### src/rtl/wrr_pkg.sv
// Shared types and helpers for the weighted round-robin packet scheduler.
// The index-width helper is reused by any arbiter that needs a client index.
package wrr_pkg;

  typedef enum logic {
    IDLE = 1'b0,
    XFER = 1'b1
  } state_e;

  // Width of a client index; never narrower than one bit.
  function automatic int idx_width(input int n);
    return (n > 1) ? $clog2(n) : 1;
  endfunction

endpackage

### src/rtl/wrr_rr_pick.sv
// Rotating-priority picker: finds the first set request after ptr_i, wrapping
// around and ending at ptr_i itself. Purely combinational.
module wrr_rr_pick #(
  parameter int N     = 4,
  parameter int IDX_W = 2
) (
  input  logic [N-1:0]     req_i,
  input  logic [IDX_W-1:0] ptr_i,
  output logic             found_o,
  output logic [IDX_W-1:0] idx_o
);

  logic [IDX_W-1:0] cand;
  int               c;

  // Walk offsets from farthest to nearest so the nearest hit wins.
  always_comb begin
    found_o = 1'b0;
    idx_o   = '0;
    cand    = '0;
    c       = 0;
    for (int off = N; off >= 1; off--) begin
      c    = (int'(ptr_i) + off) % N;
      cand = IDX_W'(c);
      if (req_i[cand]) begin
        found_o = 1'b1;
        idx_o   = cand;
      end
    end
  end

endmodule

### src/rtl/wrr_pkt_sched.sv
// Weighted round-robin packet scheduler: grants one client the output channel
// per packet, giving each client up to its weight in packets per turn.
module wrr_pkt_sched
  import wrr_pkg::*;
#(
  parameter int NUM_CLIENTS  = 4,
  parameter int DATA_WIDTH   = 32,
  parameter int WEIGHT_WIDTH = 4,
  localparam int IDX_W       = idx_width(NUM_CLIENTS)
) (
  input  logic                                clk,
  input  logic                                rst,
  input  logic [NUM_CLIENTS-1:0]              s_valid,
  input  logic [NUM_CLIENTS*DATA_WIDTH-1:0]   s_data,
  input  logic [NUM_CLIENTS-1:0]              s_last,
  output logic [NUM_CLIENTS-1:0]              s_ready,
  input  logic [NUM_CLIENTS*WEIGHT_WIDTH-1:0] i_weight,
  output logic                                m_valid,
  output logic [DATA_WIDTH-1:0]               m_data,
  output logic                                m_last,
  output logic [IDX_W-1:0]                    m_src,
  input  logic                                m_ready
);

  state_e                  state_q, state_d;
  logic [IDX_W-1:0]        ptr_q, ptr_d;
  logic [WEIGHT_WIDTH-1:0] credit_q, credit_d;

  logic                    pickFound;
  logic [IDX_W-1:0]        pickIdx;
  logic [WEIGHT_WIDTH-1:0] pickWeight;
  logic                    lastAccept;

  wrr_rr_pick #(
    .N     (NUM_CLIENTS),
    .IDX_W (IDX_W)
  ) u_pick (
    .req_i   (s_valid),
    .ptr_i   (ptr_q),
    .found_o (pickFound),
    .idx_o   (pickIdx)
  );

  assign pickWeight = i_weight[pickIdx*WEIGHT_WIDTH +: WEIGHT_WIDTH];
  assign lastAccept = (state_q == XFER) && s_valid[ptr_q] && m_ready && s_last[ptr_q];
  assign m_src      = ptr_q;

  // ptr starts at the last client so the first search begins at client 0.
  always_ff @(posedge clk) begin
    if (rst) begin
      state_q  <= IDLE;
      ptr_q    <= IDX_W'(NUM_CLIENTS - 1);
      credit_q <= '0;
    end else begin
      state_q  <= state_d;
      ptr_q    <= ptr_d;
      credit_q <= credit_d;
    end
  end

  // A credited client keeps its turn only while it is still requesting;
  // otherwise its credit is dropped and a fresh search reloads credit.
  always_comb begin
    state_d  = state_q;
    ptr_d    = ptr_q;
    credit_d = credit_q;
    case (state_q)
      IDLE: begin
        if ((credit_q != '0) && s_valid[ptr_q]) begin
          state_d = XFER;
        end else if (pickFound) begin
          ptr_d    = pickIdx;
          credit_d = (pickWeight == '0) ? WEIGHT_WIDTH'(1) : pickWeight;
          state_d  = XFER;
        end
      end
      XFER: begin
        if (lastAccept) begin
          state_d = IDLE;
          if (credit_q != '0) credit_d = credit_q - WEIGHT_WIDTH'(1);
        end
      end
    endcase
  end

  always_comb begin
    s_ready = '0;
    m_valid = 1'b0;
    m_data  = '0;
    m_last  = 1'b0;
    if (state_q == XFER) begin
      m_valid        = s_valid[ptr_q];
      m_data         = s_data[ptr_q*DATA_WIDTH +: DATA_WIDTH];
      m_last         = s_last[ptr_q];
      s_ready[ptr_q] = m_ready;
    end
  end

endmodule

### config.mk
export PLATFORM = sky130hd
export DESIGN_NAME = wrr_pkt_sched
export DESIGN_NICKNAME = d
export VERILOG_FILES = /design/src/rtl/wrr_pkg.sv /design/src/rtl/wrr_rr_pick.sv /design/src/rtl/wrr_pkt_sched.sv
export SDC_FILE = /design/constraint.sdc
export NUM_CORES = 1
export LEC_CHECK = 0
export BUFFER_PORTS_ARGS = -buffer_cell sky130_fd_sc_hd__clkbuf_2
export CAP_MARGIN = 10
export CORE_AREA = 2 2 75 77
export CTS_CLUSTER_DIAMETER = 30
export DETAILED_ROUTE_END_ITERATION = 8
export DIE_AREA = 0 0 77 79
export GPL_TIMING_DRIVEN = 0
export PLACE_DENSITY = 0.81
export SYNTH_ARGS = -nofsm -noshare
export SYNTH_HDL_FRONTEND = slang
export SYNTH_SLANG_ARGS = --single-unit
### constraint.sdc
create_clock -name clk -period 3.6 [get_ports clk]
set_input_delay 0.72 -clock clk [delete_from_list [all_inputs] [get_ports clk]]
set_output_delay 0.72 -clock clk [all_outputs]
set_load 0.03 [all_outputs]
; Yosys cells after proc, flatten, opt, wreduce, memory -nomap -nowiden
; Cells that the tools add are included.
[word_totals]
ff_bits = 7
latchBits = 0
mem_bits_rw = 0
mem_bits_ro = 0
input_bits = 155
memories = 0
[classes]
n_addsub = 5
mul = 0
div = 0
n_lt_le_gt_ge = 6
eq_ne = 4
n_shift = 2
mux = 36
n_bitwise = 3
n_reduce_logical = 9
[op_table]
columns = op, n
row1 = 128-bit by 8-bit variable part select with 32-bit output, 1
row2 = 32-bit 2-to-1 mux, 1
row3 = 4-bit 2-to-1 mux, 6
row4 = 1-bit 2-to-1 mux, 16
row5 = 16-bit by 5-bit variable part select with 4-bit output, 1
row6 = "2-bit by 3-bit less-than comparator with 1-bit output, second input constant", 5
row7 = 1-bit binary-select mux with 2-bit select, 6
row8 = 2-bit 2-to-1 mux, 4
row9 = 4-bit one-hot mux with 2 select lines, 1
row10 = 1-bit logical AND, 5
row11 = "2-bit by 1-bit adder with 2-bit output, second input constant", 2
row12 = "2-bit adder, second input constant", 2
row13 = 4-bit AND, 1
row14 = 4-bit logical NOT, 1
row15 = "2-bit by 1-bit != test with 1-bit output, second input constant", 2
row16 = "2-bit != test, second input constant", 2
row17 = 4-bit AND reduction, 1
row18 = 4-bit nonzero test, 1
row19 = "4-bit by 1-bit subtractor with 4-bit output, second input constant", 1
row20 = 3-bit AND reduction, 1
row21 = 1-bit demux with 2-bit select, 1
row22 = "2-bit by 1-bit >= comparator with 1-bit output, second input constant", 1
row23 = 1-bit inverter, 2
row24 = 1-bit one-hot mux with 2 select lines, 1

; Depth between registers and ports, before layout
; Gate-level depths: netlist (run 1).
[logic_depth]
ltp_word = 13
depth_mapped = 14

; By module
; From an unflattened synthesis (run 1), not the netlist that was laid out.
[unflattened]
cells_unflattened = 161
hier_area_um2 = 1679.1
[by_module_without_submodules]
columns = module, instances, cells_each, area_each_um2, seq_area_each_um2
row1 = wrr_pkt_sched, 1, 147, 1587.8, 140.1
row2 = wrr_rr_pick, 1, 14, 91.3, 0.0

; Least setup slack after synthesis (run 1)
; Ideal clock, no wire load.
[synth_timing]
path_kind = reg-to-reg
startpoint = register ptr_q[1], in the netlist m_src[1]
endpoint = register credit_q[2]
setup_time_ns = 0.122
arrival_ns = 3.008
path_slack_ns = 0.471
path_stages_with_launch = 15
n_path_buf = 4
synth_period_minus_slack_ns = 3.129
cell_sequence = dfxtp_1 buf_4 buf_4 clkbuf_1 inv_1 ha_1 inv_1 a221oi_2 o211ai_1 a21oi_1 buf_4 mux2i_1 mux2i_1 a221oi_1 nor2_1
[synth_between]
elab_chain_cells = 13
elab_cells_between_ends = 38
[synth_lines]
columns = element, line_no
row1 = from (decl), wrr_pkt_sched.sv:26  ; logic [IDX_W-1:0] ptr_q, ptr_d;
row2 = from (signal assigned), wrr_pkt_sched.sv:52  ; ptr_q <= IDX_W'(NUM_CLIENTS - 1);
row3 = from (signal assigned), wrr_pkt_sched.sv:56  ; ptr_q <= ptr_d;
row4 = 2-bit by 1-bit adder with 2-bit output, wrr_rr_pick.sv:23  ; c = (int'(ptr_i) + off) % N;
row5 = 1-bit binary-select mux with 2-bit select, wrr_rr_pick.sv:25  ; if (req_i[cand]) begin
row6 = 1-bit 2-to-1 mux (not written as such), wrr_rr_pick.sv:25
row7 = 2-bit 2-to-1 mux (4 in series), wrr_rr_pick.sv:25
row8 = 16-bit by 5-bit variable part select with 4-bit output, wrr_pkt_sched.sv:44  ; assign pickWeight = i_weight[pickIdx*WEIGHT_WIDTH +: WEIGHT_WIDTH];
row9 = 4-bit logical NOT, wrr_pkt_sched.sv:73  ; credit_d = (pickWeight == '0) ? WEIGHT_WIDTH'(1) : pickWeight;
row10 = 4-bit 2-to-1 mux, wrr_pkt_sched.sv:73
row11 = 4-bit 2-to-1 mux, wrr_pkt_sched.sv:71  ; end else if (pickFound) begin
row12 = 4-bit 2-to-1 mux, wrr_pkt_sched.sv:69  ; if ((credit_q != '0) && s_valid[ptr_q]) begin
row13 = 4-bit one-hot mux with 2 select lines, wrr_pkt_sched.sv:67  ; case (state_q)
row14 = to (signal assigned), wrr_pkt_sched.sv:57  ; credit_q <= credit_d;
row15 = to (decl), wrr_pkt_sched.sv:27  ; logic [WEIGHT_WIDTH-1:0] credit_q, credit_d;
; Parallel ways exist; a longest one is shown, timed or not. The select of a mux whose other input is x is not followed.
; A chain may end at the register's enable or synchronous reset.

; Worst setup path after layout (run 1)
[layout_timing]
startpoint = register ptr_q[1], in the netlist m_src[1]
endpoint = register credit_q[3]
; Same word-level chain as after synthesis.

==> results of run 1 <==
==> cell usage after synthesis (all sizes together) <==
library cell,number
o221a,1
and2,35
nor4,2
nand2b,1
a21o,1
ha,6
inv,7
o22ai,1
mux2,2
a211oi,3
o211ai,2
a222oi,1
nand3,1
or3,2
mux2i,14
mux4,34
clkbuf,7
a21oi,6
nor3,2
a211o,1
nor2,12
o21ai,4
or2,2
nand2,4
a221oi,3
a31o,1
buf,10
dfxtp,7
nor2b,1
o21a,1
and3,6
==> cells by family (layout without fill, tap and decap cells) <==
group                    count (synthesis)  after routing
adder cells (fa/ha/maj)                  6              6
multiplexers                            50             50
buffers and inverters                   24            221
AO/OA/AOI/OAI                           25             25
AND/OR/NAND/NOR                         68             68
flip-flops                               7              7
==> critical path, stage by stage (launching register included) <==
cell	delay, ns
dfxtp_1	0.37
buf_4	0.19
buf_4	0.21
clkbuf_4	0.25
inv_1	0.09
ha_1	0.37
inv_1	0.13
a221oi_2	0.27
o211ai_1	0.11
a21oi_1	0.17
buf_4	0.21
mux2i_1	0.21
mux2i_1	0.14
a222oi_1	0.31
nor2_1	0.06
==> power by group through the flow <==
stage / Combinational [mW] / Clock [mW] / Sequential [mW]
2_1_floorplan: 1.10 / 0 / 0.147
3_3_place_gp: 1.42 / 0 / 0.134
3_5_place_dp: 1.45 / 0 / 0.135
4_1_cts: 1.45 / 0.117 / 0.134
5_1_grt: 1.58 / 0.123 / 0.139
6_report: 1.45 / 0.115 / 0.135
==> final cells by class <==
type | count | area share (%)
repair buffers | 193 | 32.7
clock buffers | 4 | 1.53
multi-input cells | 149 | 53.9
plain buffers | 17 | 3.18
well taps | 72 | 3.05
flip-flops and latches | 7 | 4.75
inverters | 7 | 0.890
==> routing by layer <==
layer	share of wire (%)	up-vias	track usage, %
met1	39	1075	27.1
met5	0.48	-	0
li1	-	1092	-
met2	50	127	41.2
met4	2.0	4	6.07
met3	8.4	16	6.14
==> state kept, by name, indices dropped and copies added, names as in the netlist <==
name and cells:
state_q 1, m_src 2, credit_q 4
==> metrics by stage <==
stage	hold WS [ns]	instances	total power [mW]	util [%]
floorplan	0.480	180	1.24	-
global placement	0.504	445	1.55	54.4
detailed placement	0.509	445	1.58	54.4
CTS	0.514	449	1.71	55.2
global route	0.583	449	1.84	55.3
finish	0.515	449	1.70	55.3
==> worst min-delay path by stage <==
stage / startpoint / to / slack, ns / cells past startpoint
after floorplan: credit_q[1]$_SDFFE_PP0P_ / credit_q[1]$_SDFFE_PP0P_ / 0.48 / 2
after global placement: credit_q[1]$_SDFFE_PP0P_ / credit_q[1]$_SDFFE_PP0P_ / 0.50 / 2
after detailed placement: credit_q[1]$_SDFFE_PP0P_ / credit_q[1]$_SDFFE_PP0P_ / 0.51 / 2
after CTS: credit_q[1]$_SDFFE_PP0P_ / credit_q[1]$_SDFFE_PP0P_ / 0.51 / 2
after global routing: credit_q[1]$_SDFFE_PP0P_ / credit_q[1]$_SDFFE_PP0P_ / 0.58 / 2
final: credit_q[1]$_SDFFE_PP0P_ / credit_q[1]$_SDFFE_PP0P_ / 0.51 / 2
==> timing repair <==
action / in CTS / in global routing
buffers inserted: 0 / 0
endpoints found under the hold margin: 0 / 0
gates resized for setup: 0 / 4
endpoints found under the setup margin: 0 / 4
==> impl_metrics.json, run 1 <==
{
  "drt_iter0_drc": 55,
  "rr_endpoint": "credit_q[3]$_SDFFE_PP0P_",
  "synthAdderAreaFrac_pct": 4.07,
  "rsz0062_at_grt": "no",
  "maxCapViolCount": 0,
  "regArea_um2": 140,
  "design.die.area_um2": 6080,
  "initial_core_util_pct": 34.6,
  "endpoint": "credit_q[3]$_SDFFE_PP0P_",
  "worst_hold_path_type": "flop to flop",
  "tightest_slew_ns": 0.657,
  "synth_compound_area_share_pct": 10.4,
  "grt-ovfl-total": 0,
  "remaining_drc_errors": 0,
  "place_hpwl_um": 6180,
  "dr.pass1.iters": 4,
  "finalCritPeriodShare_pct": 89.5,
  "cp.arrival_ns": 3.34,
  "cp-end-kind": "flop",
  "netSwitchingFraction_pct": 49.3,
  "vias_per_cell": 5.15,
  "cellLeakagePower_nw": 1.60,
  "die_w_um": 77,
  "grt_pass1_vias": 2262,
  "slew_violations": 0,
  "critPathLaunchType": "flop",
  "fmax_ghz": 0.310,
  "hold_viol_final": 0,
  "antennaDiodeCount": 0,
  "synthTopCellsByArea": "mux4_2, and2_1, dfxtp_1",
  "crit_type": "flop to flop",
  "multi_input_area_um2": 1590,
  "fillerInstances": 487,
  "yosysTopAreaCell": "mux4_2",
  "antenna_found_initial": 2,
  "place.port_buffers": 193,
  "critPathMaxFanout": 10,
  "placedInstanceArea_um2": 2900,
  "tritoncts": "done",
  "synth_simple_gate_area_share_pct": 21.3,
  "power_frac_seq_pct": 7.9,
  "crit_required_ns": 3.72,
  "synth_seq_cells": 7,
  "intPower_mw": 0.863,
  "clkPwrFrac_pct": 6.8,
  "ios": 195,
  "r2r_cells": 14,
  "synth.avg_cell_area_um2": 10.3,
  "yosysSeqAreaShare_pct": 7.59,
  "p_per_area_nw_per_um2": 576,
  "synthesis.instances": 180,
  "final-setup-viol-count": 0,
  "crit_path_start": "m_src[1]$_SDFFE_PP1P_",
  "die-height_um": 79,
  "synth_top_family_by_area": "multiplexers",
  "core_um2": 5340,
  "switchingPower_mw": 0.838,
  "setup_slack_ns": 0.377,
  "htree_num_levels": 1,
  "drt.antenna.violating_nets": 0,
  "clockRootBuffer": "clkbuf_8",
  "combPwrFrac_pct": 85.3,
  "grt_max_degree": 11,
  "path_clk_slew_ns": 0.04,
  "clock_skew_ns": 0.000109,
  "ys.warnings.count": 0,
  "reg2reg_slack_ns": 0.38,
  "vias": 2314,
  "cts.sinks": 7,
  "nets": 539,
  "drive_above_1_share_pct": 65.8,
  "pre_cts_ws_ns": 0.132,
  "synth_xor_area_share_pct": 0,
  "fin_area_um2": 2950,
  "clk_latency_ns": 0.23,
  "syn_to_final_growth_pct": 59.8,
  "gr-usage-all-layers_pct": 22.9,
  "peakVddDrop_mv": 0.366,
  "avgRoutedWirePerCell_um": 15.7,
  "slew_headroom_pct": 55.8,
  "netlist.area_leader.share_pct": 41.5,
  "status": "finished, final reports clean",
  "netlist_area_um2": 1850,
  "cts_buffers": 3,
  "gp_congestion": 0.821,
  "muxShareOfSynthArea_pct": 50.3,
  "fin_setup_tns_ns": 0,
  "rows": 27,
  "postCtsHoldBufs": 0,
  "finalCriticalPeriod_ns": 3.22,
  "ys_types": 38,
  "cts_buffer_depth": 2,
  "grt_pass1_wl_um": 11100,
  "wirelength_um": 7040,
  "final_cell_mix": "clkbuf_2, and2_1, mux4_2, mux2i_1, nor2_1",
  "syn_nets": 341,
  "r2r_start": "m_src[1]$_SDFFE_PP1P_",
  "final_common_cell": "clkbuf_2"
}
(Power assumes the default switching activity.)
==> run 2: changes to the inputs <==
--- a/config.mk
+++ b/config.mk
@@ -12,6 +12,7 @@
 export DETAILED_ROUTE_END_ITERATION = 8
 export DIE_AREA = 0 0 77 79
 export GPL_TIMING_DRIVEN = 0
+export MAX_ROUTING_LAYER = met4
 export PLACE_DENSITY = 0.81
 export SYNTH_ARGS = -nofsm -noshare
 export SYNTH_HDL_FRONTEND = slang
==> run 2 against run 1 <==
Clock power barely moved. Flip-flop and latch count is the same. Cell count grew 0.45%. Critical path type unchanged. Critical endpoint unchanged. Largest cell class unchanged. Largest power group unchanged.
==> impl_metrics.json, run 2 (synthesized netlist as in run 1, its figures left out) <==
{
  "drive_above_1_share_pct": 65.8,
  "max_stage_delay_ns": 0.37,
  "p_per_area_nw_per_um2": 575,
  "fin_area_um2": 2960,
  "cellLeakagePower_nw": 1.60,
  "final-setup-viol-count": 0,
  "place_hpwl_um": 6180,
  "cp-end-kind": "flop",
  "initial_core_util_pct": 34.6,
  "hold_viol_final": 0,
  "clock_skew_ns": 0.000308,
  "peakVddDrop_mv": 0.366,
  "netSwitchingFraction_pct": 49.2,
  "syn_to_final_growth_pct": 60.1,
  "vias": 2307,
  "cp_top_family": "buffers and inverters",
  "antenna_found_initial": 2,
  "slew_headroom_pct": 56.2,
  "avgRoutedWirePerCell_um": 15.6,
  "remaining_drc_errors": 0,
  "place.port_buffers": 193,
  "setup_slack_ns": 0.380,
  "cts_buffers": 3,
  "vias_per_cell": 5.12,
  "gp_congestion": 0.833,
  "dr.pass1.iters": 4,
  "r2r_cells": 14,
  "switchingPower_mw": 0.837,
  "crit_slowest_cell": "dfxtp_1",
  "fmax_ghz": 0.311,
  "combPwrFrac_pct": 85.3,
  "cts.sinks": 7,
  "status": "finished, final reports clean",
  "worst_hold_path_type": "flop to flop",
  "die_w_um": 77,
  "design.die.area_um2": 6080,
  "tightest_slew_ns": 0.652,
  "intPower_mw": 0.863,
  "tritoncts": "done",
  "die-height_um": 79,
  "crit_type": "flop to flop",
  "grt_max_degree": 11,
  "clockRootBuffer": "clkbuf_8",
  "fin_setup_tns_ns": 0,
  "fin_util_pct": 55.4,
  "drt.antenna.violating_nets": 0,
  "rows": 27,
  "finalCritPeriodShare_pct": 89.4,
  "power_frac_seq_pct": 7.9,
  "grt_pass1_vias": 2271,
  "cpMostUsedCell": "buf_4",
  "clkPwrFrac_pct": 6.8,
  "cp.arrival_ns": 3.34,
  "final_common_cell": "clkbuf_2",
  "clk_latency_ns": 0.23,
  "htree_num_levels": 1,
  "path_cells": "buf_4 -> buf_4 -> clkbuf_4 -> inv_1 -> ha_1 -> inv_1 -> a221oi_2 -> o211ai_1 -> a21oi_1 -> buf_4 -> mux2i_1 -> mux2i_1 -> a222oi_1 -> nor2_1",
  "critPathMaxFanout": 10,
  "top_register": "credit_q",
  "wirelength_um": 7050,
  "final_cell_mix": "clkbuf_2, and2_1, mux4_2, mux2i_1, nor2_1",
  "cts_buffer_depth": 2,
  "cp.depth": 14,
  "finalCriticalPeriod_ns": 3.22,
  "slew_violations": 0,
  "maxCapViolCount": 0,
  "ios": 195,
  "placedInstanceArea_um2": 2900,
  "largest_register_ff_count": 4,
  "pre_cts_ws_ns": 0.132,
  "crit_required_ns": 3.72,
  "grt-ovfl-total": 0,
  "nets": 539,
  "path_clk_slew_ns": 0.04,
  "drt_iter0_drc": 60,
  "min_path_cells": 2,
  "core_um2": 5340,
  "path_buf_inv": 6,
  "gr-usage-all-layers_pct": 23.5,
  "critPathLaunchType": "flop",
  "grt_pass1_wl_um": 11100,
  "rsz0062_at_grt": "no"
}
## run 2: tightest hold or removal path: stages (launching register included)
cell and delay, ns:
dfxtp_1 0.31, nor2_1 0.10, a211oi_1 0.05
## run 2: final timing paths
| kind | from | end | slack (ns) |
|---|---|---|---|
| max | m_src[1]$_SDFFE_PP1P_ | credit_q[3]$_SDFFE_PP0P_ | 0.38 |
| min | credit_q[1]$_SDFFE_PP0P_ | credit_q[1]$_SDFFE_PP0P_ | 0.51 |
| max reg2reg | m_src[1]$_SDFFE_PP1P_ | credit_q[3]$_SDFFE_PP0P_ | 0.38 |
| min reg2reg | credit_q[1]$_SDFFE_PP0P_ | credit_q[1]$_SDFFE_PP0P_ | 0.51 |
## run 2: layout make-up
class / instances / area [um2]
well taps: 72 / 90.1
flip-flops and latches: 7 / 140
repair buffers: 193 / 966
inverters: 7 / 26.3
diodes: 2 / 5.00
clock buffers: 4 / 45.0
fillers: 486 / 2380
multi-input cells: 149 / 1590
plain buffers: 17 / 93.8
## run 2: stage by stage
step	hold slack, ns	total power, mW	cells
global route	0.583	1.84	451
CTS	0.514	1.71	449
floorplan	0.480	1.24	180
finish	0.513	1.70	451
detailed placement	0.509	1.58	445
global placement	0.504	1.55	445
## run 2: timing repair
| action | CTS | global route |
|---|---|---|
| hold buffers | 0 | 0 |
| resized for setup | 0 | 4 |
| buffers inserted | 0 | 0 |
| hold endpoints to repair | 0 | 0 |
| endpoints found under the setup margin | 0 | 4 |
## run 2: layer usage
layer / share of wire [%] / GRT usage [%] / wire length (um) / vias up
li1: - / - / - / 1097
met1: 39 / 27.0 / 2780 / 1076
met2: 50 / 41.4 / 3500 / 122
met3: 9.2 / 5.68 / 645 / 12
met4: 1.8 / 6.07 / 127 / 0
met5: 0 / - / 0 / -
## run 2: power groups by stage
stage	clock network (mW)	registers (mW)	logic, mW
after global routing	0.122	0.139	1.58
after detailed placement	0	0.135	1.45
after CTS	0.117	0.134	1.45
after floorplan	0	0.147	1.10
final	0.116	0.134	1.45
after global placement	0	0.134	1.42
